**src/rtl/instr_encoder_if.sv**
```systemverilog
// instr_encoder_if: field-bundle input and encoded-word output handshakes of instr_encoder.
interface instr_encoder_if #(parameter int ADDR_W = 8);
    logic              in_valid;
    logic              in_ready;
    logic [1:0]        fmt;
    logic [6:0]        opcode;
    logic [2:0]        funct3;
    logic [4:0]        rd;
    logic [4:0]        rs1;
    logic [4:0]        rs2;
    logic [31:0]       imm;
    logic              out_valid;
    logic              out_ready;
    logic [31:0]       out_instr;
    logic [ADDR_W-1:0] out_addr;
    logic              out_err;
    modport master (
        output in_valid, fmt, opcode, funct3, rd, rs1, rs2, imm, out_ready,
        input  in_ready, out_valid, out_instr, out_addr, out_err
    );
    modport slave (
        input  in_valid, fmt, opcode, funct3, rd, rs1, rs2, imm, out_ready,
        output in_ready, out_valid, out_instr, out_addr, out_err
    );
endinterface

```
**src/rtl/instr_encoder.sv**
```systemverilog
// instr_encoder: packs RV32I I/S/B/J fields into instruction words through an address-tagged FIFO.
// Define RANGE_CHECK_EN to flag out-of-range or misaligned immediates on out_err.
module instr_encoder #(
    parameter int                ADDR_W    = 8,
    parameter logic [ADDR_W-1:0] BASE_ADDR = '0,
    parameter int                DEPTH     = 2
) (
    input logic          clk,
    input logic          rst_n,
    instr_encoder_if.slave bus
);
    localparam int PW = $clog2(DEPTH);
    logic [31:0]       mem [DEPTH];
    logic [PW-1:0]     wr_ptr, rd_ptr;
    logic [PW:0]       count;
    logic [ADDR_W-1:0] addr;
    logic [31:0]       enc;
    logic              valid, push, pop;
    assign enc = bus.fmt == 2'b00 ? {bus.imm[11:0], bus.rs1, bus.funct3, bus.rd, bus.opcode}
               : bus.fmt == 2'b01 ? {bus.imm[11:5], bus.rs2, bus.rs1, bus.funct3, bus.imm[4:0], bus.opcode}
               : bus.fmt == 2'b10 ? {bus.imm[12], bus.imm[10:5], bus.rs2, bus.rs1, bus.funct3,
                                     bus.imm[4:1], bus.imm[11], bus.opcode}
               : {bus.imm[20], bus.imm[10:1], bus.imm[11], bus.imm[19:12], bus.rd, bus.opcode};
    assign valid         = count != '0;
    assign bus.in_ready  = count != (PW+1)'(DEPTH);
    assign bus.out_valid = valid;
    assign bus.out_instr = valid ? mem[rd_ptr] : '0;
    assign bus.out_addr  = addr;
    assign push          = bus.in_valid & bus.in_ready;
    assign pop           = valid & bus.out_ready;
    always_ff @(posedge clk or negedge rst_n) begin
        if (!rst_n) begin
            count  <= '0;
            wr_ptr <= '0;
            rd_ptr <= '0;
            addr   <= BASE_ADDR;
        end else begin
            count  <= count + (PW+1)'(push) - (PW+1)'(pop);
            wr_ptr <= wr_ptr + PW'(push);
            rd_ptr <= rd_ptr + PW'(pop);
            addr   <= addr + ADDR_W'(pop);
        end
    end
    always_ff @(posedge clk) begin
        if (push) mem[wr_ptr] <= enc;
    end
`ifdef RANGE_CHECK_EN
    logic err_mem [DEPTH];
    logic err;
    // in range iff every bit above the format's sign bit equals it
    assign err = bus.fmt == 2'b11 ? !(&bus.imm[31:20] || !(|bus.imm[31:20])) || bus.imm[0]
               : bus.fmt == 2'b10 ? !(&bus.imm[31:12] || !(|bus.imm[31:12])) || bus.imm[0]
               : !(&bus.imm[31:11] || !(|bus.imm[31:11]));
    always_ff @(posedge clk) begin
        if (push) err_mem[wr_ptr] <= err;
    end
    assign bus.out_err = valid & err_mem[rd_ptr];
`else
    logic unused_imm;
    assign unused_imm  = ^bus.imm[31:21];
    assign bus.out_err = 1'b0;
`endif
endmodule

```
**src/flat_wrapper.sv**
```systemverilog
// flat-port wrapper written by rule: the top's interface ports become plain ports
module instr_encoder_flat 
#(
    parameter int                ADDR_W    = 8,
    parameter logic [ADDR_W-1:0] BASE_ADDR = '0,
    parameter int                DEPTH     = 2
)
  (clk, rst_n, bus_in_valid, bus_fmt, bus_opcode, bus_funct3, bus_rd, bus_rs1, bus_rs2, bus_imm, bus_out_ready, bus_in_ready, bus_out_valid, bus_out_instr, bus_out_addr, bus_out_err);
  instr_encoder_if #(.ADDR_W(ADDR_W)) bus_i ();
  input logic clk;
  input logic rst_n;
  input wire logic [$bits(bus_i.in_valid)-1:0] bus_in_valid;
  input wire logic [$bits(bus_i.fmt)-1:0] bus_fmt;
  input wire logic [$bits(bus_i.opcode)-1:0] bus_opcode;
  input wire logic [$bits(bus_i.funct3)-1:0] bus_funct3;
  input wire logic [$bits(bus_i.rd)-1:0] bus_rd;
  input wire logic [$bits(bus_i.rs1)-1:0] bus_rs1;
  input wire logic [$bits(bus_i.rs2)-1:0] bus_rs2;
  input wire logic [$bits(bus_i.imm)-1:0] bus_imm;
  input wire logic [$bits(bus_i.out_ready)-1:0] bus_out_ready;
  output wire logic [$bits(bus_i.in_ready)-1:0] bus_in_ready;
  output wire logic [$bits(bus_i.out_valid)-1:0] bus_out_valid;
  output wire logic [$bits(bus_i.out_instr)-1:0] bus_out_instr;
  output wire logic [$bits(bus_i.out_addr)-1:0] bus_out_addr;
  output wire logic [$bits(bus_i.out_err)-1:0] bus_out_err;
  assign bus_i.in_valid = bus_in_valid;
  assign bus_i.fmt = bus_fmt;
  assign bus_i.opcode = bus_opcode;
  assign bus_i.funct3 = bus_funct3;
  assign bus_i.rd = bus_rd;
  assign bus_i.rs1 = bus_rs1;
  assign bus_i.rs2 = bus_rs2;
  assign bus_i.imm = bus_imm;
  assign bus_i.out_ready = bus_out_ready;
  assign bus_in_ready = bus_i.in_ready;
  assign bus_out_valid = bus_i.out_valid;
  assign bus_out_instr = bus_i.out_instr;
  assign bus_out_addr = bus_i.out_addr;
  assign bus_out_err = bus_i.out_err;
  instr_encoder #(.ADDR_W(ADDR_W), .BASE_ADDR(BASE_ADDR), .DEPTH(DEPTH)) u_core (.clk(clk), .rst_n(rst_n), .bus(bus_i));
endmodule
```
**config.mk**
```make
export PLATFORM = sky130hd
export DESIGN_NAME = instr_encoder_flat
export DESIGN_NICKNAME = d
export VERILOG_FILES = /design/src/rtl/instr_encoder_if.sv /design/src/rtl/instr_encoder.sv /design/src/flat_wrapper.sv
export SDC_FILE = /design/constraint.sdc
export NUM_CORES = 1
export LEC_CHECK = 0
export ABC_AREA = 1
export BUFFER_PORTS_ARGS = -buffer_cell sky130_fd_sc_hd__buf_2
export CORE_ASPECT_RATIO = 0.8
export CORE_MARGIN = 5
export CORE_UTILIZATION = 45
export DETAILED_ROUTE_END_ITERATION = 8
export PLACE_DENSITY = 0.83
export SYNTH_ARGS = -nofsm -noshare
export SYNTH_HDL_FRONTEND = slang
export SYNTH_SLANG_ARGS = --single-unit
```
**constraint.sdc**
```tcl
create_clock -name clk -period 5.91 [get_ports clk]
set_input_delay 1.182 -clock clk [delete_from_list [all_inputs] [get_ports clk]]
set_output_delay 1.182 -clock clk [all_outputs]
set_load 0.02 [all_outputs]
```
**After elaboration in Yosys (flattened, before gate mapping)**

Memory sizes are Yosys's and may differ from the RTL's.
Index checks and enable logic that the tools add are counted.

- Bitwise gates (word level): 2
- Multiplexer cells: 6
- $add $sub $neg: 5
- Equality and inequality tests: 3
- Reduce and logical (&&, ||, !) cells: 2

Operator list:

| cell | number |
|---|---|
| two-way mux 32 bit | 4 |
| adder 8 x 1 -> 8 bit | 1 |
| adder 1 bit | 2 |
| adder 2 x 1 -> 2 bit | 1 |
| AND 1 bit | 2 |
| == test 2 x 1 -> 1 bit (second input constant) | 1 |
| == test 2 bit (second input constant) | 1 |
| logical NOT 2 bit | 1 |
| two-way mux 1 bit | 2 |
| inequality test 2 bit (second input constant) | 1 |
| nonzero test 2 bit | 1 |
| subtractor 2 x 1 -> 2 bit | 1 |

- Output and inout bits: 43
- Word-level logic and storage cells: 23
- Register bits: 12
- Bits in writable memories: 64
- Memories kept: 1

Memories:

| memory | words | bits a word | read ports | clocked after memory_dff | write ports | RTL line | text |
|---|---|---|---|---|---|---|---|
| u_core.mem | 2 | 32 | 1 | 0 | 1 | instr_encoder.sv:13 | `logic [31:0] mem [DEPTH];` |

**Logic depth before layout (Yosys ltp)**

Gate-level depths: netlist (run 1).

- Depth in word-level cells: 4
- Depth in mapped cells: 9
- Gate-level depth less buffers: 9

**Least setup slack after synthesis (run 1)**

OpenSTA, ideal clock, no wires.

- Path type: input port to flip-flop
- Start point: input port bus_in_valid
- End point: memory u_core.mem[1][0], enable pin
- Setup slack: 3148 ps
- Setup time: 392 ps
- Arrival: 2369 ps
- Buffers on the path: 0
- Cell stages on the path: 2
- Data required time: 5518 ps
- Cells stage by stage: a21boi_0 ha_1

- Word-level cells in the longest chain between the ends: 3

RTL lines:

| item | RTL line | text |
|---|---|---|
| start, declared | flat_wrapper.sv:12 | `input wire logic [$bits(bus_i.in_valid)-1:0] bus_in_valid;` |
| AND 1 bit | instr_encoder.sv:29 | `assign push = bus.in_valid & bus.in_ready;` |
| two-way mux 1 bit | instr_encoder.sv:45 | `if (push) mem[wr_ptr] <= enc;` |
| two-way mux 1 bit (not written as such) | instr_encoder.sv:45 |  |
| end, declared | instr_encoder.sv:13 |  |

Every way passes these cells.

**Worst setup path in the final report (run 1)**

- Start point: register u_core.rd_ptr
- End point: output port bus_out_instr[31]

- Word-level cells in the longest chain between the ends: 2

RTL lines:

| item | RTL line | text |
|---|---|---|
| start, declared | instr_encoder.sv:14 | `logic [PW-1:0] wr_ptr, rd_ptr;` |
| start signal, assigned | instr_encoder.sv:40 | `rd_ptr <= rd_ptr + PW'(pop);` |
| memory read (2 x 32 bit) | n/a |  |
| two-way mux 32 bit | instr_encoder.sv:27 | `assign bus.out_instr = valid ? mem[rd_ptr] : '0;` |
| end, declared | flat_wrapper.sv:23 | `output wire logic [$bits(bus_i.out_instr)-1:0] bus_out_instr;` |

Every way passes these cells.

==> flow_metrics.py, run 1 <==
metrics = {
    "setup_path": {
        "data_required_time_of_the_critical_path_ps": 4730,
        "critical_path.startpoint_type": "flop",
        "worst-path-max-fanout": 34,
        "rr_endpoint": "u_core.bus.out_addr[4]",
        "crit_type": "flop to primary output",
        "worst_r2r_path_depth": 7,
        "rrSetupSlack_ps": 3580,
        "timing.critical_path.to_type": "primary output",
        "crit_arrival_ps": 1950,
        "r2r_start": "u_core.count[1]",
    },
    "global_routing": {
        "antenna_found_initial": 0,
        "grt_total_usage_pct": 16.1,
        "first_pass_grt_wire_length_um": 11400,
        "overflow": 0,
        "number_of_global_route_vias_before_repair": 2526,
        "grt_start_max_net_pins": 36,
    },
    "clock_tree": {
        "cts.repair.resized": 0,
        "tritoncts": "built",
        "cts-htree-levels": 3,
        "cts_root_buf": "clkbuf_8",
        "post_cts_buffers": 0,
        "clockBufferDepth": 2,
        "clkSlewWorstSetupHoldPaths_ps": 70,
        "clkLatencyLatePin_ps": 330,
        "cts_buffers": 9,
        "holdBufCountCts": 0,
        "clkSinkCount": 76,
    },
    "sta": {
        "setup_slack_ps": 2770,
        "maxClockFrequency_mhz": 319,
        "setup_repair_after_global_routing_missed_its_margin": "false",
        "final.setup.tns_ps": 0,
        "layout_min_cycle_time_ps": 3140,
        "min_period_over_period_pct": 53.0,
        "finalMaxSlewViolations": 0,
        "slew-limit-headroom_pct": 37.9,
        "setup_viol": 0,
        "finClkSkew_ps": 9.65,
        "finalHoldViolations": 0,
        "tightestPinTransition_ps": 930,
        "timing.hold.ws_ps": 508,
    },
    "synth": {
        "ys.warnings.count": 0,
        "synth_fa_ha_area_share_pct": 2.26,
        "synth-compound-area-share_pct": 6.03,
        "post_synth_main_area_contributors": "edfxtp_1 (58%), nand2_1 (16%), dfrtp_1 (9.0%), a21oi_1 (3.9%), ha_1 (2.3%)",
        "synthXorXnorAreaFrac_pct": 1.32,
        "synthesized_net_count": 378,
        "yosys.cell_types.count": 22,
        "synth_simple_gate_area_share_pct": 18.6,
        "synth_top_family_by_area": "simple AND/OR/NAND/NOR gates",
        "syn-instance-count": 309,
        "synth-seq-area-share_pct": 66.9,
        "mappedNetlistArea_mm2": 0.00332,
        "postSynthAreaPerCell_um2": 10.7,
        "number_of_register_bits_inferred_by_synthesis": 76,
        "synth_top_area_share_pct": 57.9,
        "yosys-mux-area-fraction_pct": 0,
        "synthDominantAreaCellType": "edfxtp_1",
    },
    "pwr": {
        "internal_power_uw": 1230,
        "swShare_pct": 40.4,
        "standby_leakage_power_uw": 0.00181,
        "p_seq_share_pct": 39.0,
        "comb_power_share_pct": 41.4,
        "power-per-cell-area_mw_per_mm2": 513,
        "power.ir.vdd_worst_mv": 0.222,
        "clkPwrFrac_pct": 19.6,
        "net_load_switching_power_uw": 835,
    },
    "flow_run": {
        "max_cap_violations": 0,
    },
    "routing": {
        "final_antenna_net_count": 0,
        "vias": 2428,
        "drt_wl_total_um": 7040,
        "post-route-drc-count": 0,
        "drt_first_pass_iters": 4,
        "post_detailed_route_via_to_cell_ratio": 4.89,
        "detail_route.wl_per_cell_um": 14.2,
        "initialDrtViolationCount": 81,
    },
    "floorplanning": {
        "die-height_um": 86.8,
        "die-area_mm2": 0.00921,
        "die_width_um": 106,
        "fp.coreArea_mm2": 0.00729,
        "rows": 28,
        "top_level_ports": 106,
        "initial_core_util_pct": 45.6,
    },
    "finish": {
        "finalNetCount": 472,
        "drive_gt1_share_pct": 30.0,
        "diodes": 0,
        "synthToLayoutAreaGrowth_pct": 21.4,
        "fill_cells": 650,
        "multiInputGateArea_um2": 946,
        "regArea_mm2": 0.00222,
    },
    "min_path": {
        "hold_class": "flop to flop",
        "hp-start": "u_core.bus.out_addr[4]",
        "hold_path_depth": 1,
        "holdPathEnd": "u_core.bus.out_addr[4]",
    },
    "place": {
        "portBuffers": 93,
        "place.detailed.hpwl_um": 4750,
        "dp_worst_setup_slack_ps": 3000,
        "gp_routability_congestion": 0.778,
    },
    "outcome": {
        "outcome": "finished clean",
    },
}
## placed cells by master, fill, tap and decap left out
cell / instances
nand2_4: 1
nand2_1: 139
bufinv_16: 2
a21oi_2: 6
a21boi_0: 1
nor2_4: 1
xor2_1: 4
inv_6: 1
o21ai_0: 2
inv_2: 3
buf_2: 93
nand2_2: 1
ha_1: 4
edfxtp_1: 64
dfrtp_1: 12
conb_1: 1
clkinvlp_4: 1
inv_1: 14
a21oi_1: 26
buf_4: 1
ha_2: 2
clkbuf_8: 9
nor2_1: 6
nand3_1: 9
clkinv_2: 1
clkinv_1: 2
xnor2_1: 1
## per-stage QoR
stage / total power [µW] / utilization (%) / area (µm²) / instances
finish: 2070 / 55.3 / 4030 / 497
global route: 2210 / 55.3 / 4030 / 497
CTS: 2100 / 55.3 / 4030 / 497
detailed placement: 1690 / 52.5 / 3830 / 482
global placement: 1660 / 52.5 / 3830 / 482
floorplan: 1420 / - / 3320 / 309
## cell usage after synthesis (all sizes together)
library cell,instances
xor2,4
inv,18
nor2,7
ha,6
nand3,9
nand2,141
dfrtp,12
a21boi,1
conb,1
a21oi,32
edfxtp,64
buf,11
o21ai,2
xnor2,1
## state kept, by name (all words and copies together) (netlist names)
signal / cells
u_core.count: 2
u_core.rd_ptr: 1
u_core.bus.out_addr: 8
u_core.wr_ptr: 1
u_core.mem: 64
## logic make-up after synthesis
| kind of cell | count (synthesis) |
|---|---|
| buffers and inverters | 29 |
| and+or+nand+nor | 157 |
| other | 1 |
| xor gates and xnor gates | 5 |
| DFF | 76 |
| adders and majority gates | 6 |
| AOI/OAI and AO/OA | 35 |
## power groups by stage
stage	Sequential, µW	Combinational [µW]	Clock, µW
5_1_grt	820	952	441
3_3_place_gp	809	855	0
4_1_cts	807	876	419
6_report	806	855	406
2_1_floorplan	835	588	0
3_5_place_dp	818	872	0
## worst max path at each step
stage	start	endpoint	slack, ps	cells after the start
6_report	u_core.rd_ptr	bus_out_instr[31]	2770	5
5_1_grt	u_core.rd_ptr	bus_out_instr[21]	2590	5
4_1_cts	u_core.rd_ptr	bus_out_instr[21]	2710	5
3_5_place_dp	bus_in_valid	u_core.mem[0][3]	3000	3
3_3_place_gp	bus_in_valid	u_core.mem[0][3]	3050	3
2_1_floorplan	bus_in_valid	u_core.mem[1][0]	3150	2
## worst max-delay path: stages, from the launching register on
cell and delay (ps):
dfrtp_1 360, buf_4 250, inv_2 480, nand2_1 120
a21oi_1 200, buf_2 200
## final cells by class
class                   instances  share of cell area, %
flip-flops and latches         76                   55.1
multi-input cells             204                   23.5
repair buffers                 94                   11.7
clock buffers                   9                   3.07
well taps                      90                   2.79
clock inverters                 6                   1.99
inverters                      18                   1.80
## metal layers
layer  wire length, µm  global-route usage (%)
met5                 0                       0
met1              3010                    18.5
met2              3650                    28.5
met3               285                    5.21
met4                97                    5.76
No activity file was read; power rests on OpenSTA's default activity.
==> run 2: changes to the inputs <==
- ABC_AREA: 1 -> 0
- PLACE_DENSITY: 0.83 -> 0.86
- clock period: 5.91 -> 2.55 ns (I/O delays scaled with it)
==> run 2 against run 1 <==
Against the previous run:
- worst hold slack got worse by 470 ps
- combinational power up 130%
- utilization is 2.6 points higher
- largest cell class unchanged
- highest routed layer unchanged
==> flow_metrics.py, run 2 <==
metrics = {
    "sta": {
        "final.setup.tns_ps": 0,
        "maxClockFrequency_mhz": 457,
        "setup_repair_after_global_routing_missed_its_margin": "false",
        "min_period_over_period_pct": 85.9,
        "finClkSkew_ps": 10.8,
        "setup_viol": 0,
        "finalHoldViolations": 0,
        "finalMaxSlewViolations": 0,
        "layout_min_cycle_time_ps": 2190,
    },
    "pwr": {
        "standby_leakage_power_uw": 0.00178,
        "comb_power_share_pct": 41.1,
        "power-per-cell-area_mw_per_mm2": 1160,
        "net_load_switching_power_uw": 1810,
        "swShare_pct": 38.4,
        "internal_power_uw": 2910,
        "p_seq_share_pct": 40.3,
        "clkPwrFrac_pct": 18.5,
        "power.ir.vdd_worst_mv": 0.362,
    },
    "floorplanning": {
        "rows": 27,
        "die-area_mm2": 0.00910,
        "die_width_um": 105,
        "die-height_um": 86.3,
        "fp.coreArea_mm2": 0.00699,
        "initial_core_util_pct": 46.9,
        "top_level_ports": 106,
    },
    "clock_tree": {
        "clkSinkCount": 76,
        "clkSlewWorstSetupHoldPaths_ps": 70,
        "post_cts_buffers": 0,
        "clkLatencyLatePin_ps": 350,
        "cts_root_buf": "clkbuf_8",
        "cts-htree-levels": 3,
        "tritoncts": "built",
        "cts_buffers": 9,
        "clockBufferDepth": 2,
        "holdBufCountCts": 0,
        "cts.repair.resized": 0,
    },
    "flow_run": {
        "max_cap_violations": 0,
    },
    "finish": {
        "diodes": 0,
        "drive_gt1_share_pct": 39.3,
        "registers.top_by_ff_count": "u_core.mem",
        "final_cell_mix": "buf_2 (93), edfxtp_1 (64), nor2_1 (35), mux2i_1 (33), nand2_1 (25)",
        "multiInputGateArea_um2": 968,
        "final_common_cell": "buf_2",
        "synthToLayoutAreaGrowth_pct": 23.7,
        "fill_cells": 585,
        "finalNetCount": 395,
        "largest_register_ffs": 64,
        "post_route_standard_cell_area_excluding_fillers_mm2": 0.00405,
        "regArea_mm2": 0.00222,
    },
    "outcome": {
        "outcome": "finished clean",
    },
    "synth": {
        "synthDominantAreaCellType": "edfxtp_1",
        "post_synth_main_area_contributors": "edfxtp_1 (59%), mux2i_1 (10%), dfrtp_1 (9.2%), nor2_1 (4.0%), nand2_1 (2.9%)",
        "yosys-mux-area-fraction_pct": 12.8,
        "ys_async_sr_fraction_pct": 15.8,
        "mappedNetlistArea_mm2": 0.00328,
        "synth_fa_ha_area_share_pct": 2.29,
        "synthXorXnorAreaFrac_pct": 4.09,
        "synth-compound-area-share_pct": 0.725,
        "syn-instance-count": 227,
        "ys.warnings.count": 0,
        "synth-seq-area-share_pct": 67.8,
        "synth_ff_type": "edfxtp_1",
        "synth_top_family_by_area": "multiplexers",
        "synth_simple_gate_area_share_pct": 9.35,
        "synth_most_common_cell": "edfxtp_1",
        "number_of_register_bits_inferred_by_synthesis": 76,
        "postSynthAreaPerCell_um2": 14.4,
        "yosys.cell_types.count": 26,
        "synth_common_cells": "edfxtp_1 (64), nor2_1 (35), mux2i_1 (33)",
        "synth-edff-count": 64,
        "synthesized_net_count": 296,
        "synth_top_area_share_pct": 58.6,
    },
    "global_routing": {
        "number_of_global_route_vias_before_repair": 2117,
        "grt_total_usage_pct": 14.5,
        "grt_start_max_net_pins": 21,
        "first_pass_grt_wire_length_um": 10300,
        "overflow": 0,
        "antenna_found_initial": 0,
    },
    "min_path": {
        "hold_class": "input port to async pin",
    },
    "place": {
        "place.detailed.hpwl_um": 4520,
        "gp_routability_congestion": 0.773,
        "portBuffers": 93,
        "placement.cell_area_mm2": 0.00386,
    },
    "setup_path": {
        "timing.critical_path.to_type": "primary output",
        "rrSetupSlack_ps": 760,
        "crit_arrival_ps": 1680,
        "worst-path-max-fanout": 20,
        "critical_path.startpoint_type": "flop",
        "crit_type": "flop to primary output",
        "data_required_time_of_the_critical_path_ps": 2040,
    },
    "routing": {
        "initialDrtViolationCount": 48,
        "drt_first_pass_iters": 4,
        "vias": 2054,
        "post_detailed_route_via_to_cell_ratio": 4.91,
        "drt_wl_total_um": 6170,
        "post-route-drc-count": 0,
        "detail_route.wl_per_cell_um": 14.7,
        "final_antenna_net_count": 0,
    },
}
-- run 2: worst max-delay path: stages (launching register included) --
cell and delay [ps]:
dfrtp_2 640, buf_12 250, mux2i_1 220, nor2_1 50
buf_2 160
-- run 2: power groups by stage --
| stage | logic, µW | clock network [µW] | registers, µW |
|---|---|---|---|
| final | 1940 | 875 | 1900 |
| after global placement | 1950 | 0 | 1920 |
| after CTS | 1990 | 902 | 1910 |
| after global routing | 2110 | 965 | 1950 |
| after detailed placement | 1980 | 0 | 1940 |
| after floorplan | 1300 | 0 | 1920 |
-- run 2: metrics by stage --
step / worst slack [ps] / util [%] / power, µW / std cells / hold slack [ps]
after global routing: 233 / 58.0 / 5020 / 418 / 27.8
after global placement: 682 / 55.2 / 3860 / 402 / 397
final: 361 / 58.0 / 4720 / 418 / 33.8
after detailed placement: 690 / 55.2 / 3920 / 402 / 402
after floorplan: 542 / - / 3220 / 227 / 214
after CTS: 316 / 58.0 / 4800 / 418 / 19.7
-- run 2: logic make-up after synthesis --
family / Yosys count
xor+xnor: 11
mux: 41
compound gates: 3
buf+inv: 15
simple gates: 74
fa+ha+maj: 6
flops: 76
other cells: 1
-- run 2: cell type report --
cell class	instances	share of cell area, %
clock inverters	6	1.61
inverters	5	0.463
repair buffers	98	13.3
flip-flops and latches	76	54.9
well taps	87	2.69
clock buffers	10	3.15
multi-input cells	136	23.9
-- run 2: worst paths after layout --
kind,depth (start not counted),endpoint,from
worst max-delay path,4,bus_out_instr[18],u_core.rd_ptr
worst min-delay path,1,u_core.bus.out_addr[3],rst_n
worst max register to register,8,u_core.count[1],u_core.count[1]
worst min register to register,1,u_core.bus.out_addr[4],u_core.bus.out_addr[4]
max in group asynchronous,1,u_core.rd_ptr,rst_n
min in group clk,1,u_core.mem[1][27],bus_imm[7]
-- run 2: metal layers --
metal	wire [µm]	vias to the layer above	GRT usage (%)	share of wire [%]
met5	0	-	0	0
met4	118	0	6.56	1.9
met3	354	11	4.54	5.7
met2	3150	62	25.7	51
met1	2540	982	16.2	41
li1	-	999	-	-
